<file path="config.mk">
export PLATFORM = sky130hd
export DESIGN_NAME = axis_pkt_gen_flat
export DESIGN_NICKNAME = d
export VERILOG_FILES = /design/src/rtl/axis_pkt_gen_if.sv /design/src/rtl/axis_pkt_gen.sv /design/src/flat_wrapper.sv
export SDC_FILE = /design/constraint.sdc
export NUM_CORES = 1
export LEC_CHECK = 0
export ABC_AREA = 0
export CORE_ASPECT_RATIO = 0.9
export CORE_MARGIN = 2
export CORE_UTILIZATION = 30
export CTS_CLUSTER_SIZE = 20
export DETAILED_ROUTE_END_ITERATION = 8
export PLACE_DENSITY_LB_ADDON = 0.12
export SLEW_MARGIN = 20
export SYNTH_ARGS = -nofsm -noshare
export SYNTH_HDL_FRONTEND = slang
export SYNTH_SLANG_ARGS = --single-unit
</file>
<file path="constraint.sdc">
create_clock -name m_aclk -period 7.8 [get_ports m_aclk]
set_input_delay 1.95 -clock m_aclk [delete_from_list [all_inputs] [get_ports m_aclk]]
set_output_delay 1.95 -clock m_aclk [all_outputs]
set_load 0.02 [all_outputs]
</file>
<file path="src/rtl/axis_pkt_gen_if.sv">
// AXI4-Stream bundle between the packet generator (master) and its sink (slave).
interface axis_pkt_gen_if #(
    parameter int TDATA_WIDTH = 64
);
    localparam int BYTES = TDATA_WIDTH / 8;

    logic                   tvalid;
    logic                   tready;
    logic [TDATA_WIDTH-1:0] tdata;
    logic [BYTES-1:0]       tkeep;
    logic                   tlast;

    modport master (output tvalid, output tdata, output tkeep, output tlast, input tready);
    modport slave  (input tvalid, input tdata, input tkeep, input tlast, output tready);
endinterface

</file>
<file path="src/rtl/axis_pkt_gen.sv">
// AXI4-Stream burst generator: pkt_num packets of pkt_len bytes carrying a byte ramp,
// separated by gap_cycles idle cycles, with graceful stop and full backpressure support.
module axis_pkt_gen #(
    parameter int TDATA_WIDTH = 64,
    parameter int LEN_WIDTH   = 16,
    parameter int GAP_WIDTH   = 8
) (
    input  logic                 m_aclk,
    input  logic                 m_aresetn,
    input  logic                 start,
    input  logic                 stop,
    input  logic [LEN_WIDTH-1:0] pkt_len,
    input  logic [15:0]          pkt_num,
    input  logic [GAP_WIDTH-1:0] gap_cycles,
    axis_pkt_gen_if.master       m_axis,
    output logic                 busy,
    output logic                 done,
    output logic [15:0]          pkt_cnt
);
    localparam int                   BYTES    = TDATA_WIDTH / 8;
    localparam logic [7:0]           BYTES8   = 8'(BYTES);
    localparam logic [LEN_WIDTH-1:0] BYTES_L  = LEN_WIDTH'(BYTES);
    localparam logic [LEN_WIDTH-1:0] LEN_ONE  = LEN_WIDTH'(1);
    localparam logic [LEN_WIDTH-1:0] LEN_ZERO = LEN_WIDTH'(0);
    localparam logic [GAP_WIDTH-1:0] GAP_ONE  = GAP_WIDTH'(1);
    localparam logic [GAP_WIDTH-1:0] GAP_ZERO = GAP_WIDTH'(0);

    typedef enum logic [1:0] {
        ST_IDLE = 2'd0,
        ST_SEND = 2'd1,
        ST_GAP  = 2'd2,
        ST_FIN  = 2'd3
    } state_t;

    // Keep mask of the final beat: low (len mod BYTES) lanes, or all lanes on an exact fit.
    function automatic logic [BYTES-1:0] last_keep(input logic [LEN_WIDTH-1:0] len);
        logic [LEN_WIDTH-1:0] rem;
        logic [BYTES-1:0]     keep;
        rem = len % BYTES_L;
        for (int k = 0; k < BYTES; k++) begin
            keep[k] = (rem == LEN_ZERO) || (LEN_WIDTH'(k) < rem);
        end
        return keep;
    endfunction

    function automatic logic [TDATA_WIDTH-1:0] ramp_data(input logic [7:0] base,
                                                         input logic [BYTES-1:0] keep);
        logic [TDATA_WIDTH-1:0] data;
        for (int k = 0; k < BYTES; k++) begin
            data[8*k +: 8] = keep[k] ? (base + 8'(k)) : 8'd0;
        end
        return data;
    endfunction

    state_t                 r_state, w_state;
    logic [15:0]            r_num, w_num;
    logic [GAP_WIDTH-1:0]   r_gap, w_gap, r_gap_cnt, w_gap_cnt;
    logic [LEN_WIDTH-1:0]   r_last_idx, w_last_idx, r_beat, w_beat;
    logic [BYTES-1:0]       r_last_keep, w_last_keep;
    logic [15:0]            r_pkt_cnt, w_pkt_cnt;
    logic                   r_stop_pend, w_stop_pend;
    logic                   r_tvalid, w_tvalid, r_tlast, r_busy, w_busy, r_done, w_done;
    logic [TDATA_WIDTH-1:0] r_tdata;
    logic [BYTES-1:0]       r_tkeep;

    logic                   w_load;
    logic [7:0]             w_sel_pkt;
    logic [LEN_WIDTH-1:0]   w_sel_beat, w_sel_last_idx;
    logic [BYTES-1:0]       w_sel_last_keep;
    logic [LEN_WIDTH-1:0]   w_in_last_idx;
    logic [BYTES-1:0]       w_in_last_keep;
    logic                   w_beat_last;
    logic [BYTES-1:0]       w_beat_keep;
    logic [7:0]             w_beat_base;
    logic [TDATA_WIDTH-1:0] w_beat_data;
    logic [15:0]            w_cnt_inc;
    logic                   w_accept, w_stop;

    assign w_in_last_idx  = (pkt_len - LEN_ONE) / BYTES_L;
    assign w_in_last_keep = last_keep(pkt_len);
    assign w_cnt_inc      = r_pkt_cnt + 16'd1;
    assign w_accept       = r_tvalid & m_axis.tready;
    assign w_stop         = r_stop_pend | stop;

    // The beat selected by the FSM is formatted here and captured only when w_load is set.
    assign w_beat_last = (w_sel_beat == w_sel_last_idx);
    assign w_beat_keep = w_beat_last ? w_sel_last_keep : {BYTES{1'b1}};
    assign w_beat_base = w_sel_pkt + (8'(w_sel_beat) * BYTES8);
    assign w_beat_data = ramp_data(w_beat_base, w_beat_keep);

    // Next-state and next-output decode; everything holds unless a branch overrides it.
    always_comb begin
        w_state         = r_state;
        w_num           = r_num;
        w_gap           = r_gap;
        w_gap_cnt       = r_gap_cnt;
        w_last_idx      = r_last_idx;
        w_last_keep     = r_last_keep;
        w_beat          = r_beat;
        w_pkt_cnt       = r_pkt_cnt;
        w_stop_pend     = r_stop_pend | (r_busy & stop);
        w_tvalid        = r_tvalid;
        w_busy          = r_busy;
        w_done          = 1'b0;
        w_load          = 1'b0;
        w_sel_pkt       = r_pkt_cnt[7:0];
        w_sel_beat      = r_beat;
        w_sel_last_idx  = r_last_idx;
        w_sel_last_keep = r_last_keep;
        case (r_state)
            ST_IDLE: begin
                if (start) begin
                    w_num       = pkt_num;
                    w_gap       = gap_cycles;
                    w_last_idx  = w_in_last_idx;
                    w_last_keep = w_in_last_keep;
                    w_beat      = LEN_ZERO;
                    w_pkt_cnt   = 16'd0;
                    w_stop_pend = 1'b0;
                    if ((pkt_len != LEN_ZERO) && (pkt_num != 16'd0)) begin
                        w_state         = ST_SEND;
                        w_busy          = 1'b1;
                        w_tvalid        = 1'b1;
                        w_load          = 1'b1;
                        w_sel_pkt       = 8'd0;
                        w_sel_beat      = LEN_ZERO;
                        w_sel_last_idx  = w_in_last_idx;
                        w_sel_last_keep = w_in_last_keep;
                    end else begin
                        w_state = ST_FIN;
                        w_done  = 1'b1;
                    end
                end else begin
                    w_state = ST_IDLE;
                end
            end
            ST_SEND: begin
                if (w_accept && r_tlast) begin
                    w_pkt_cnt = w_cnt_inc;
                    if ((w_cnt_inc == r_num) || w_stop) begin
                        w_state  = ST_FIN;
                        w_done   = 1'b1;
                        w_busy   = 1'b0;
                        w_tvalid = 1'b0;
                    end else if (r_gap != GAP_ZERO) begin
                        w_state   = ST_GAP;
                        w_gap_cnt = r_gap;
                        w_tvalid  = 1'b0;
                    end else begin
                        w_beat     = LEN_ZERO;
                        w_load     = 1'b1;
                        w_sel_pkt  = w_cnt_inc[7:0];
                        w_sel_beat = LEN_ZERO;
                    end
                end else if (w_accept) begin
                    w_beat     = r_beat + LEN_ONE;
                    w_load     = 1'b1;
                    w_sel_beat = r_beat + LEN_ONE;
                end else begin
                    w_state = ST_SEND;
                end
            end
            ST_GAP: begin
                if (w_stop) begin
                    w_state = ST_FIN;
                    w_done  = 1'b1;
                    w_busy  = 1'b0;
                end else if (r_gap_cnt == GAP_ONE) begin
                    w_state    = ST_SEND;
                    w_tvalid   = 1'b1;
                    w_beat     = LEN_ZERO;
                    w_load     = 1'b1;
                    w_sel_beat = LEN_ZERO;
                end else begin
                    w_gap_cnt = r_gap_cnt - GAP_ONE;
                end
            end
            ST_FIN: begin
                w_state     = ST_IDLE;
                w_busy      = 1'b0;
                w_stop_pend = 1'b0;
            end
            default: begin
                w_state  = ST_IDLE;
                w_tvalid = 1'b0;
                w_busy   = 1'b0;
            end
        endcase
    end

    // State and output registers; the beat payload changes only when a new beat is loaded.
    always_ff @(posedge m_aclk or negedge m_aresetn) begin
        if (!m_aresetn) begin
            r_state     <= ST_IDLE;
            r_num       <= 16'd0;
            r_gap       <= GAP_ZERO;
            r_gap_cnt   <= GAP_ZERO;
            r_last_idx  <= LEN_ZERO;
            r_last_keep <= {BYTES{1'b0}};
            r_beat      <= LEN_ZERO;
            r_pkt_cnt   <= 16'd0;
            r_stop_pend <= 1'b0;
            r_tvalid    <= 1'b0;
            r_tlast     <= 1'b0;
            r_tdata     <= {TDATA_WIDTH{1'b0}};
            r_tkeep     <= {BYTES{1'b0}};
            r_busy      <= 1'b0;
            r_done      <= 1'b0;
        end else begin
            r_state     <= w_state;
            r_num       <= w_num;
            r_gap       <= w_gap;
            r_gap_cnt   <= w_gap_cnt;
            r_last_idx  <= w_last_idx;
            r_last_keep <= w_last_keep;
            r_beat      <= w_beat;
            r_pkt_cnt   <= w_pkt_cnt;
            r_stop_pend <= w_stop_pend;
            r_tvalid    <= w_tvalid;
            r_busy      <= w_busy;
            r_done      <= w_done;
            if (w_load) begin
                r_tdata <= w_beat_data;
                r_tkeep <= w_beat_keep;
                r_tlast <= w_beat_last;
            end
        end
    end

    assign m_axis.tvalid = r_tvalid;
    assign m_axis.tdata  = r_tdata;
    assign m_axis.tkeep  = r_tkeep;
    assign m_axis.tlast  = r_tlast;
    assign busy          = r_busy;
    assign done          = r_done;
    assign pkt_cnt       = r_pkt_cnt;
endmodule
</file>
<file path="src/flat_wrapper.sv">
// flat-port wrapper written by rule: the top's interface ports become plain ports
module axis_pkt_gen_flat 
#(
    parameter int TDATA_WIDTH = 64,
    parameter int LEN_WIDTH   = 16,
    parameter int GAP_WIDTH   = 8
)
  (m_aclk, m_aresetn, start, stop, pkt_len, pkt_num, gap_cycles, busy, done, pkt_cnt, m_axis_tvalid, m_axis_tdata, m_axis_tkeep, m_axis_tlast, m_axis_tready);
  axis_pkt_gen_if #(.TDATA_WIDTH(TDATA_WIDTH)) m_axis_i ();
  input  logic m_aclk;
  input  logic m_aresetn;
  input  logic start;
  input  logic stop;
  input  logic [LEN_WIDTH-1:0] pkt_len;
  input  logic [15:0] pkt_num;
  input  logic [GAP_WIDTH-1:0] gap_cycles;
  output logic busy;
  output logic done;
  output logic [15:0] pkt_cnt;
  output wire logic [$bits(m_axis_i.tvalid)-1:0] m_axis_tvalid;
  output wire logic [$bits(m_axis_i.tdata)-1:0] m_axis_tdata;
  output wire logic [$bits(m_axis_i.tkeep)-1:0] m_axis_tkeep;
  output wire logic [$bits(m_axis_i.tlast)-1:0] m_axis_tlast;
  input wire logic [$bits(m_axis_i.tready)-1:0] m_axis_tready;
  assign m_axis_tvalid = m_axis_i.tvalid;
  assign m_axis_tdata = m_axis_i.tdata;
  assign m_axis_tkeep = m_axis_i.tkeep;
  assign m_axis_tlast = m_axis_i.tlast;
  assign m_axis_i.tready = m_axis_tready;
  axis_pkt_gen #(.TDATA_WIDTH(TDATA_WIDTH), .LEN_WIDTH(LEN_WIDTH), .GAP_WIDTH(GAP_WIDTH)) u_core (.m_aclk(m_aclk), .m_aresetn(m_aresetn), .start(start), .stop(stop), .pkt_len(pkt_len), .pkt_num(pkt_num), .gap_cycles(gap_cycles), .m_axis(m_axis_i), .busy(busy), .done(done), .pkt_cnt(pkt_cnt));
endmodule
</file>
## Word-level counts from Yosys, hierarchy flattened

Index checks and enable logic that the tools add are counted.

| word-level totals | value |
|---|---|
| register bits after elaboration | 164 |
| latch bits | 0 |
| RAM bits | 0 |
| ROM bits | 0 |
| logic and storage cells | 163 |
| memories kept | 0 |

| cells by class | value |
|---|---|
| add/sub/neg operators | 12 |
| multipliers | 0 |
| divide/modulo/power cells | 0 |
| order comparisons | 8 |
| eq/ne operators | 20 |
| shift-type cells | 0 |
| muxes and demuxes | 78 |
| bitwise gates (word level) | 4 |
| reductions and logical operators | 26 |

Operators by type and width:

| operator | count |
|---|---|
| 16-bit two-way mux | 12 |
| 8-bit two-way mux | 22 |
| 16-bit case mux with 3 select lines | 2 |
| 16-bit by 1-bit adder with 16-bit output (second input constant) | 2 |
| 8-bit by 3-bit adder with 8-bit output (second input constant) | 4 |
| 16-bit equality test | 2 |
| 16-bit case mux with 2 select lines | 1 |
| 8-bit case mux with 2 select lines | 2 |
| 16-bit nonzero test | 2 |
| 1-bit two-way mux | 24 |
| 8-bit by 2-bit adder with 8-bit output (second input constant) | 2 |
| 16-bit zero test | 1 |
| 2-bit two-way mux | 8 |
| 16-bit by 1-bit subtractor with 16-bit output (second input constant) | 1 |
| 13-bit two-way mux | 1 |
| 3-bit less-than comparator (first input constant) | 4 |
| 2-bit by 1-bit != test with 1-bit output (second input constant) | 6 |
| 1-bit logical OR | 9 |
| 1-bit case mux with 3 select lines | 3 |
| 8-bit by 1-bit adder with 8-bit output (second input constant) | 1 |
| 8-bit adder | 1 |
| 8-bit by 1-bit equality test with 1-bit output (second input constant) | 1 |
| 2-bit != test (second input constant) | 4 |
| 2-bit case mux with 4 select lines | 1 |
| other kinds (22) | 32 |

## Longest topological paths before layout

| logic depth | value |
|---|---|
| depth after elaboration | 9 |
| gate-level depth with buffers | 25 |
| gate-level depth less buffers | 22 |

## Worst setup path before layout

OpenSTA, ideal clock, no wires.

| path | value |
|---|---|
| path kind | input port to flip-flop |
| start point | in pkt_len[2] |
| end point | reg u_core.r_tdata[47] (netlist: u_core.m_axis.tdata[47]) |
| setup time | 0.121 ns |
| arrival time | 6.007 ns |
| path slack | 1.672 ns |
| stages | 18 |
| buffers on the path | 2 |
| cell sequence | clkbuf_1 -> nor3_2 -> nand4b_1 -> o211a_1 -> nor2_1 -> a2111oi_0 -> o21ai_0 -> a22o_1 -> ha_1 -> a21o_1 -> a21oi_1 -> xnor2_1 -> nand2_1 -> or2_2 -> buf_1 -> a21oi_1 -> xor2_1 -> a22o_1 |

| between the ends | value |
|---|---|
| cells in the longest elaborated chain, start to end | 8 |

Ends and longest elaborated chain:

| element | line | RTL |
|---|---|---|
| from (decl) | flat_wrapper.sv:14 | `input logic [LEN_WIDTH-1:0] pkt_len;` |
| 16-bit nonzero test | axis_pkt_gen.sv:120 | `if ((pkt_len != LEN_ZERO) && (pkt_num != 16'd0)) begin` |
| 1-bit logical AND | axis_pkt_gen.sv:120 |  |
| 16-bit two-way mux, or another cell as far along | axis_pkt_gen.sv:120 |  |
| 16-bit two-way mux or 8-bit two-way mux (tied branches) | axis_pkt_gen.sv:112 | `if (start) begin` |
| 16-bit case mux with 3 select lines, or another cell as far along | axis_pkt_gen.sv:110 | `case (r_state)` |
| 8-bit adder or 16-bit equality test (tied branches) | axis_pkt_gen.sv:88, axis_pkt_gen.sv:86 |  |
| 8-bit by 3-bit adder with 8-bit output or 8-bit two-way mux (tied branches) | axis_pkt_gen.sv:50, axis_pkt_gen.sv:87 |  |
| 8-bit two-way mux | axis_pkt_gen.sv:50 | `data[8*k +: 8] = keep[k] ? (base + 8'(k)) : 8'd0;` |
| to (signal assigned) | axis_pkt_gen.sv:205 | `r_tdata <= {TDATA_WIDTH{1'b0}};` |
| to (signal assigned) | axis_pkt_gen.sv:223 | `r_tdata <= w_beat_data;` |
| to (decl) | axis_pkt_gen.sv:63 | `logic [TDATA_WIDTH-1:0] r_tdata;` |

Parallel ways exist; a longest one is shown, timed or not.
A chain may end at the register's enable or synchronous reset.

## Worst setup path after layout

| path | value |
|---|---|
| start point | in pkt_len[4] |
| end point | reg u_core.r_tdata[47] (netlist: u_core.m_axis.tdata[47]) |

The elaborated chain is that of the path after synthesis.

==> metrics.md <==
| Metric | Value |
|---|---|
| Setup fix buffers added after clock tree synthesis | `0` |
| Average wire length per cell after detail routing | `approximately 20 um` |
| Kind of start point of the critical path | `input pin` |
| Delay of the slowest cell on the worst path | `530 ps` |
| Worst R2R Path Depth | `18` |
| Clock tree from TritonCTS | `yes` |
| Prevailing post-synth register cell | `sky130_fd_sc_hd__dfrtp_1` |
| Count of hold-fix buffers inserted at cts | `0` |
| Arrival time reported for the critical path endpoint | `around 7000 ps` |
| First-pass GRT wire length | `~55000 um` |
| Final setup violation count | `0` |
| Total number of vias | `roughly 9400` |
| Worst slew margin relative to its limit | `39.0%` |
| Syn Area/Cell | `8.74 um2` |
| Classification of the worst setup path | `in2reg` |
| Unrepaired setup endpoints after global routing | `no` |
| Total routing resource utilization after global routing | `approximately 20%` |
| Clock tree buffer depth | `2` |
| Overall die height | `roughly 180 um` |
| Port Buffers | `between 100 and 150` |
| Ports placed on the boundary | `between 100 and 150` |
| DRT Wirelength | `~35000 um` |
| Count of yosys warnings during synthesis | `0` |
| Time the final worst path needs with I/O delays and setup | `6640 ps` |
| Initial antenna violation count | `0` |
| Power density of the placed cells | `305 mW/mm2` |
| DRC errors left | `0` |
| # rows | `64` |
| Number of synthesized flops with an enable pin | `0` |
| Commonest non-fill, non-tap cell in the layout | `sky130_fd_sc_hd__dfrtp_1` |
| Core outline area | `roughly 0.034 mm2` |
| Critical hold path startpoint | `u_core.r_last_keep[0]` |
| Clock edge transition at the registers on the reported setup and hold paths | `roughly 70 ps` |
| DRT antenna net count | `0` |
| Total placed instance area | `0.0122 mm2` |
| Clock tree sinks | `164` |
| Hold-critical path depth | `1` |
| Slew @ Worst Pin | `911 ps` |
| Cell family with most CP delay | `compound AO/OA/AOI/OAI gates` |
| Max-cap violation count | `0` |
| Die width | `between 150 and 200 um` |
| Final Hold Violating Endpoints | `0` |
| Largest net degree at the start of global routing | `85` |
| Placed wire-length estimate after detailed placement | `approximately 25000 um` |
| Biggest fanout along the worst timing path | `14` |
| Sequential cell area fraction in the yosys report | `roughly 40%` |
| Clock buffers created by TritonCTS | `17` |
| Critical Path Sink Type | `flop` |
| Sum Neg Setup Slack | `0 ps` |
| Total gr overflow | `0` |
| Worst Clk Skew | `between 15 and 20 ps` |
| Die outline area | `~0.036 mm2` |
| Destination of the worst hold path | `u_core.r_last_keep[0]` |
| Layout cells sized above 1 | `8.85%` |
| Status | `complete, no violations` |
| Destination of the worst register-to-register timing path | `u_core.m_axis.tdata[47]` |
| Synthesized cell area | `0.0104 mm2` |
| Synthesized netlist net count | `between 1000 and 1500` |
| CTS HTree Levels | `4` |
| 1st-iter DRT viols | `~740` |
| Count of mapped cells out of synthesis | `between 1000 and 1500` |
| Final Slew Violations | `0` |
| Flop2flop setup slack | `~1700 ps` |
| Worst hold-check path type | `reg2reg` |
| CP Data Required Time | `around 8100 ps` |
| Synthesized flop and latch total | `between 150 and 200` |
| Overall power consumption | `3.89 mW` |
| Leakage power of the design | `5.25 nW` |
| Post-route setup slack | `about 1200 ps` |
| Signed area change from the synthesized netlist to the final layout | `23.2%` |
| Commonest cells after routing, fill and taps aside | `sky130_fd_sc_hd__dfrtp_1, sky130_fd_sc_hd__nand2_1, sky130_fd_sc_hd__clkdlybuf4s50_1` |
| Post-Layout Inst Area | `between 0.01 and 0.015 mm2` |
| Pre-CTS WS | `~740 ps` |
| Maximum operating frequency | `0.151 GHz` |
| Critical path's most frequent cell | `sky130_fd_sc_hd__a21oi_1` |
| Post_cts resized | `0` |
| Final Wtd Congestion | `0.889` |
| Number of iterations in the first detailed-routing pass | `5` |
| Ordered list of cells on the worst path | `clkdlybuf4s50_1 > nor4_1 > nand4b_1 > o21a_1 > o21ai_0 > a21oi_1 > a21oi_1 > inv_1 > fa_1 > buf_4 > nand2b_1 > or2_2 > a21oi_1 > xor2_1 > a22o_1` |
| Via count of the first global-routing pass | `around 9100` |
| Initial standard-cell utilization of the core | `a little under a third` |
| Count of different cell masters after synthesis | `79` |
| Count of buffer and inverter cells on the critical path | `3` |
| Share of flip-flops with an asynchronous set or reset after synthesis | `between 90% and 100%` |
| Worst-path cell with the longest stage delay | `sky130_fd_sc_hd__o21ai_0` |
| Nets | `approximately 1400` |
| Share of the clock period used by the worst path after layout | `between 80% and 90%` |
| Post-DR vias/cell | `between 5 and 6` |
| Largest voltage drop on the vdd net | `roughly 0.00016 V` |
| Root buffer cell | `sky130_fd_sc_hd__clkbuf_16` |
| Insertion delay of the later-clocked pin in the worst-skew pair | `~450 ps` |
| Startpoint of the most critical register-to-register path | `u_core.pkt_cnt[0]` |
[Yosys cell counts, types with 9 or more instances]
cell type                  count  area (um2)
sky130_fd_sc_hd__nand4_1      13        81.3
sky130_fd_sc_hd__o31ai_1      29         218
sky130_fd_sc_hd__nor4_1       16         100
sky130_fd_sc_hd__o21ai_1      14        70.1
sky130_fd_sc_hd__nand2_1     158         593
sky130_fd_sc_hd__clkbuf_1     51         191
sky130_fd_sc_hd__a31oi_1      17         106
sky130_fd_sc_hd__o21ai_0      81         405
sky130_fd_sc_hd__mux2i_1       9        90.1
sky130_fd_sc_hd__xor2_1       34         298
sky130_fd_sc_hd__nand2b_1     10        62.6
sky130_fd_sc_hd__dfrtp_1     164        4100
sky130_fd_sc_hd__a21oi_1      65         325
sky130_fd_sc_hd__a21o_1       18         135
sky130_fd_sc_hd__and3_1       13        81.3
sky130_fd_sc_hd__inv_1        24        90.1
sky130_fd_sc_hd__a22o_1       45         394
sky130_fd_sc_hd__buf_2        18        90.1
sky130_fd_sc_hd__mux2_2       29         327
sky130_fd_sc_hd__nor2_1       96         360
sky130_fd_sc_hd__buf_1         9        33.8
sky130_fd_sc_hd__ha_1         21         263
sky130_fd_sc_hd__nor3_1       27         135
sky130_fd_sc_hd__xnor2_1      49         429
sky130_fd_sc_hd__nand3_1      35         175
[power breakdown]
group	internal, mW	switching (mW)
Combinational	0.678	1.09
Clock	0.451	0.414
Sequential	1.08	0.175
[state kept, by name, summed over array words and instances (netlist names)]
register / flops
u_core.r_gap: 8
u_core.r_gap_cnt: 8
u_core.busy: 1
u_core.r_stop_pend: 1
u_core.r_last_idx: 13
u_core.r_beat: 16
u_core.r_state: 2
u_core.r_num: 16
u_core.r_last_keep: 8
u_core.done: 1
u_core.m_axis.tkeep: 8
u_core.m_axis.tdata: 64
u_core.m_axis.tvalid: 1
u_core.pkt_cnt: 16
u_core.m_axis.tlast: 1
[kinds of logic after synthesis]
kind of cell / Yosys count / synth area share [%]
AO/OA/AOI/OAI: 347 / 22.3
adder cells (fa/ha/maj): 22 / 2.73
buffers and inverters: 104 / 3.98
AND/OR/NAND/NOR: 428 / 20.3
multiplexers: 38 / 4.02
flip-flops: 164 / 39.6
XOR/XNOR: 83 / 7.01
[metrics by stage]
stage / std cells / utilization [%] / hold WS, ps
2_1_floorplan: 1186 / - / 427
3_3_place_gp: 1730 / 35.8 / 448
3_5_place_dp: 1730 / 35.8 / 457
4_1_cts: 1762 / 37.5 / 476
5_1_grt: 1762 / 37.5 / 501
6_report: 1763 / 37.5 / 466
[per-layer routing]
layer	vias up	share of wire [%]	track usage (%)	wire length [um]
li1	4501	-	-	-
met1	4624	50	29.5	17500
met2	256	43	29.8	15200
met3	27	5.4	3.89	1900
met4	0	1.4	4.65	485
met5	-	0	0	0
[worst max path at each step]
stage | depth (start not counted) | from | to | slack (ps)
floorplan | 18 | pkt_len[2] | u_core.m_axis.tdata[47] | 1670
global placement | 16 | pkt_len[4] | u_core.m_axis.tdata[47] | 410
detailed placement | 15 | pkt_len[4] | u_core.m_axis.tdata[47] | 740
CTS | 15 | pkt_len[4] | u_core.m_axis.tdata[47] | 1230
global route | 15 | pkt_len[3] | u_core.m_axis.tdata[55] | 670
finish | 15 | pkt_len[4] | u_core.m_axis.tdata[47] | 1160
[final cells by class]
type / count / area, um2
multi-input combinational: 918 / 5870
inverter: 26 / 97.6
clock buffer: 18 / 429
timing repair buffer: 160 / 1540
fill: 3455 / 21300
clock inverter: 14 / 143
antenna: 1 / 2.50
sequential: 164 / 4100
tap: 462 / 578
(Power assumes the default switching activity.)
